<file path="src/rtl/ship_count_selector.sv">
`default_nettype none
// ============================================================================
// Module   : ship_count_selector
// Purpose  : Ship-count decision phase: bounded inc/dec selection with confirm
//            and optional inactivity auto-confirm.
// Revision : 1.0 - initial release
// ============================================================================
module ship_count_selector #(
    parameter int CNT_W          = 3,
    parameter int MIN_SHIPS      = 1,
    parameter int MAX_SHIPS      = 5,
    parameter int DEFAULT_SHIPS  = 1,
    parameter int TIMEOUT_CYCLES = 500
) (
    input  logic             clk,
    input  logic             rst,
    input  logic             start,
    input  logic             clear,
    input  logic             btn_inc,
    input  logic             btn_dec,
    input  logic             btn_confirm,
    output logic [CNT_W-1:0] amount_ships,
    output logic             selecting,
    output logic             ships_decided,
    output logic             timed_out
);

    localparam int             c_TMR_W    = (TIMEOUT_CYCLES < 2) ? 1 : $clog2(TIMEOUT_CYCLES + 1);
    localparam bit             c_TO_EN    = (TIMEOUT_CYCLES != 0);
    localparam logic [c_TMR_W-1:0] c_TMR_LAST = c_TMR_W'((TIMEOUT_CYCLES == 0) ? 0 : TIMEOUT_CYCLES - 1);
    localparam logic [CNT_W-1:0]   c_MIN  = CNT_W'(MIN_SHIPS);
    localparam logic [CNT_W-1:0]   c_MAX  = CNT_W'(MAX_SHIPS);
    localparam logic [CNT_W-1:0]   c_DEF  = CNT_W'(DEFAULT_SHIPS);

    typedef enum logic [1:0] {
        S_IDLE    = 2'd0,
        S_SELECT  = 2'd1,
        S_DECIDED = 2'd2
    } state_t;

    state_t             r_state, w_state_nxt;
    logic [CNT_W-1:0]   r_amount, w_amount_nxt;
    logic [c_TMR_W-1:0] r_timer, w_timer_nxt;
    logic               r_timed_out, w_timed_out_nxt;
    logic               r_prev_inc, r_prev_dec, r_prev_conf;

    logic w_ev_inc, w_ev_dec, w_ev_conf;

    assign w_ev_inc  = btn_inc     & ~r_prev_inc;
    assign w_ev_dec  = btn_dec     & ~r_prev_dec;
    assign w_ev_conf = btn_confirm & ~r_prev_conf;

    always_ff @(posedge clk) begin
        if (!rst) begin
            r_state     <= S_IDLE;
            r_amount    <= c_DEF;
            r_timer     <= '0;
            r_timed_out <= 1'b0;
            // Held-high assumption keeps buttons pressed through reset from firing
            r_prev_inc  <= 1'b1;
            r_prev_dec  <= 1'b1;
            r_prev_conf <= 1'b1;
        end else begin
            r_state     <= w_state_nxt;
            r_amount    <= w_amount_nxt;
            r_timer     <= w_timer_nxt;
            r_timed_out <= w_timed_out_nxt;
            r_prev_inc  <= btn_inc;
            r_prev_dec  <= btn_dec;
            r_prev_conf <= btn_confirm;
        end
    end

    always_comb begin
        w_state_nxt     = r_state;
        w_amount_nxt    = r_amount;
        w_timer_nxt     = r_timer;
        w_timed_out_nxt = r_timed_out;
        case (r_state)
            S_IDLE: begin
                if (start) begin
                    w_state_nxt     = S_SELECT;
                    w_amount_nxt    = c_DEF;
                    w_timer_nxt     = '0;
                    w_timed_out_nxt = 1'b0;
                end
            end
            S_SELECT: begin
                if (w_ev_conf) begin
                    w_state_nxt     = S_DECIDED;
                    w_timed_out_nxt = 1'b0;
                end else if (w_ev_inc && w_ev_dec) begin
                    w_timer_nxt = '0;
                end else if (w_ev_inc) begin
                    if (r_amount < c_MAX)
                        w_amount_nxt = r_amount + CNT_W'(1);
                    w_timer_nxt = '0;
                end else if (w_ev_dec) begin
                    if (r_amount > c_MIN)
                        w_amount_nxt = r_amount - CNT_W'(1);
                    w_timer_nxt = '0;
                end else if (c_TO_EN && (r_timer == c_TMR_LAST)) begin
                    w_state_nxt     = S_DECIDED;
                    w_timed_out_nxt = 1'b1;
                end else begin
                    w_timer_nxt = r_timer + c_TMR_W'(1);
                end
            end
            S_DECIDED: begin
                if (clear) begin
                    w_state_nxt     = S_IDLE;
                    w_amount_nxt    = c_DEF;
                    w_timed_out_nxt = 1'b0;
                end
            end
            default: begin
                w_state_nxt     = S_IDLE;
                w_amount_nxt    = c_DEF;
                w_timed_out_nxt = 1'b0;
            end
        endcase
    end

    assign amount_ships  = r_amount;
    assign selecting     = (r_state == S_SELECT);
    assign ships_decided = (r_state == S_DECIDED);
    assign timed_out     = r_timed_out;

endmodule
`default_nettype wire

</file>
<file path="config.mk">
export PLATFORM = sky130hd
export DESIGN_NAME = ship_count_selector
export DESIGN_NICKNAME = d
export VERILOG_FILES = /design/src/rtl/ship_count_selector.sv
export SDC_FILE = /design/constraint.sdc
export NUM_CORES = 1
export LEC_CHECK = 0
export CAP_MARGIN = 10
export CORE_MARGIN = 1.5
export CORE_UTILIZATION = 55
export CTS_CLUSTER_SIZE = 10
export DETAILED_ROUTE_END_ITERATION = 6
export MAX_ROUTING_LAYER = met4
export PLACE_DENSITY = 0.79
export SYNTH_ARGS = -nofsm -noshare
export SYNTH_HDL_FRONTEND = slang
export SYNTH_SLANG_ARGS = --single-unit
</file>
<file path="constraint.sdc">
create_clock -name clk -period 3.4 [get_ports clk]
set_clock_uncertainty 0.1 [all_clocks]
set_input_delay 0.51 -clock clk [delete_from_list [all_inputs] [get_ports clk]]
set_output_delay 0.51 -clock clk [all_outputs]
set_load 0.01 [all_outputs]
</file>
==> results.py <==
metrics = {
    "global_route": {
        "antenna_found_initial": 0,
        "track_usage_pct": 22.4,
        "grt_pass1_wl_um": 3300,
        "overflow": 0,
        "grt_max_degree": 16,
        "grt_pass1_vias": 765,
    },
    "worst_setup_path": {
        "slowest_delay_ns": 0.56,
        "cp-start-kind": "flip-flop",
        "cp_cell_sequence": "nand2b_4 -> inv_1 -> clkdlybuf4s50_1",
        "path_class": "reg2out",
        "worstPathRequired_ns": 2.79,
        "end_kind": "output pin",
        "cp_max_fo": 7,
        "crit_arrival_ns": 1.67,
        "crit_slowest_cell": "clkdlybuf4s50_1",
    },
    "sta": {
        "rsz0062_at_grt": "false",
        "hold_viol": 0,
        "fmax_ghz": 0.439,
        "min_period_ns": 2.28,
        "worst_pin_slew_ns": 0.459,
        "tns_ns": 0,
        "maxSlewHeadroom_pct": 69.3,
        "setup_viol": 0,
        "maxSlewViolCount": 0,
        "timing.final.crit_share_pct": 67.0,
    },
    "final_layout": {
        "n_antenna_cell": 0,
        "seq_area_sq_um": 360,
        "layout-drive-gt1-share_pct": 8.33,
        "multi_input_area_sq_um": 642,
        "final.fill_count": 155,
        "syn_to_final_growth_pct": 15.2,
        "finish.net_count": 145,
        "postLayoutCellArea_sq_um": 1190,
        "instances_no_fill": 157,
    },
    "placement": {
        "placedCellCount": 154,
        "dp_hpwl_um": 1460,
        "io_buffers": 12,
        "gp_congestion": 0.863,
        "place_area_sq_um": 1170,
    },
    "logic_synthesis": {
        "syn_area_sq_um": 1040,
        "synth_fp_nets": 130,
        "synth-edff-count": 0,
        "yosysSeqAreaShare_pct": 34.7,
        "synth_top_area_share_pct": 34.7,
        "synth_area_leaders": "dfxtp_1 (35%), ha_1 (4.8%), nand2_1 (4.7%), nor2_1 (4.3%), xor2_1 (4.2%)",
        "synthDistinctLibCells": 41,
        "synth-main-ff-cell": "dfxtp_1",
        "netlist_instances": 119,
        "syn_avg_cell_area_sq_um": 8.72,
        "synth-seq-cells": 18,
        "ys_warn_count": 0,
        "async_reset_ff_share_pct": 0,
        "synth_largest_area_cell": "dfxtp_1",
    },
    "power_and_ir_drop": {
        "switching_share_pct": 25.8,
        "power_density_nw_per_um2": 318,
        "switchingPower_w": 0.0000980,
        "comb_power_share_pct": 14.2,
        "pwr-share-clk_pct": 27.4,
        "p_leak_nw": 0.437,
        "p_seq_share_pct": 58.5,
        "p_int_w": 0.000282,
        "vdd_ir_drop_max_v": 0.000273,
    },
    "clock_tree": {
        "numClockSinks": 18,
        "cts_tree": "done",
        "htree_levels": 1,
        "post_cts_buffers": 0,
        "cts_resized": 0,
        "root_buffer": "clkbuf_4",
        "worst_skew_pair.late_latency_ns": 0.29,
        "path_clk_slew_ns": 0.10,
        "hold_buffers": 0,
        "numCtsBuffers": 3,
        "clk_path_buf_depth": 2,
    },
    "route": {
        "antenna_left": 0,
        "routed_wl_um": 1990,
        "viasPerCell": 5.46,
        "num_vias": 857,
        "drt_iter0_drc": 16,
        "drc": 0,
        "drt-pass1-iter-count": 4,
        "avgRoutedWirePerCell_um": 12.7,
    },
    "die": {
        "die-area_sq_um": 2160,
        "rows": 15,
        "die_w_um": 46.4,
        "initial_utilization_pct": 59.4,
        "core_area_sq_um": 1750,
        "die_h_um": 46.4,
        "io_pins": 13,
    },
    "worst_hold_path": {
        "hold_path_class": "reg2reg",
    },
    "flow_run": {
        "cap_violations": 0,
    },
    "outcome": {
        "status": "complete, no violations",
    },
}
## layout by cell type, fill, tap and decap left out, types with 2 or more instances in the layout
cell and count:
a22oi_1 2, nand3_1 5, nor2_1 12, o211ai_1 3
clkbuf_4 3, a31oi_1 2, mux2i_1 2, nor2b_1 5
nor3_1 3, nand2b_1 5, nor3b_1 3, inv_1 5
nand2_1 13, dfxtp_1 18, clkdlybuf4s50_1 12, ha_1 4
xor2_1 5, o21ai_0 5, and2_1 2, xnor2_1 2
## final timing paths
path                        start              end  slack, ns  cells past startpoint
setup / recovery       r_state[0]        selecting       1.12                      3
hold / removal    amount_ships[2]  amount_ships[2]       0.41                      2
setup reg to reg  amount_ships[1]  amount_ships[2]       1.43                      7
hold reg to reg   amount_ships[2]  amount_ships[2]       0.41                      2
## sequential cells by signal (all words and copies together), names as in the netlist
register / cells
r_prev_conf: 1
amount_ships: 3
r_prev_inc: 1
timed_out: 1
r_state: 2
r_timer: 9
r_prev_dec: 1
## critical path: cells and delay by family (launching register included)
kind                   cells  cell delay, ns
and+or+nand+nor            1            0.11
buffers and inverters      2            0.71
DFF                        1            0.55
## cell type report
cell class / instances / area share [%]
clock buffers: 3 / 1.88
inverters: 5 / 1.57
multi-input cells: 94 / 53.7
flip-flops and latches: 18 / 30.2
well taps: 25 / 2.62
repair buffers: 12 / 10.1
## metrics by stage
step / setup WS (ns) / hold slack, ns / util [%] / power, W
floorplan: 1.52 / 0.371 / - / 0.000263
global placement: 1.23 / 0.393 / 67.2 / 0.000279
detailed placement: 1.18 / 0.400 / 67.2 / 0.000281
CTS: 1.13 / 0.414 / 68.5 / 0.000385
global route: 1.04 / 0.448 / 68.5 / 0.000402
finish: 1.12 / 0.410 / 68.5 / 0.000380
## kinds of logic (layout without fill, tap and decap cells)
family	after synthesis	in the layout	share of synthesized area, %
flip-flops	18	18	34.7
adder cells (fa/ha/maj)	4	4	4.83
AND/OR/NAND/NOR	58	58	31.6
AO/OA/AOI/OAI	22	22	16.5
XOR/XNOR	7	7	5.91
buffers and inverters	7	20	3.38
multiplexers	3	3	3.02
## Yosys cell counts (all sizes together) (3+ instances only)
cell	count
nand3	5
nor3b	3
nor2	12
ha	4
dfxtp	18
nor3	3
o211ai	3
nor2b	6
nand2	13
inv	5
o21ai	6
xor2	5
nand2b	6
## routing by layer
metal	GRT usage, %	wire length (um)	share of wire, %	up-vias
li1	-	-	-	443
met1	29.2	961	48	393
met2	31.9	912	46	16
met3	7.06	79	4.0	5
met4	8.57	33	1.7	0
met5	-	0	0	-
## power by group through the flow
stage | Clock (W) | Combinational (W) | Sequential [W]
2_1_floorplan | 0 | 0.0000393 | 0.000224
3_3_place_gp | 0 | 0.0000530 | 0.000227
3_5_place_dp | 0 | 0.0000536 | 0.000227
4_1_cts | 0.000108 | 0.0000540 | 0.000222
5_1_grt | 0.000120 | 0.0000592 | 0.000223
6_report | 0.000104 | 0.0000539 | 0.000222
Power figures use the tool's default switching activity.
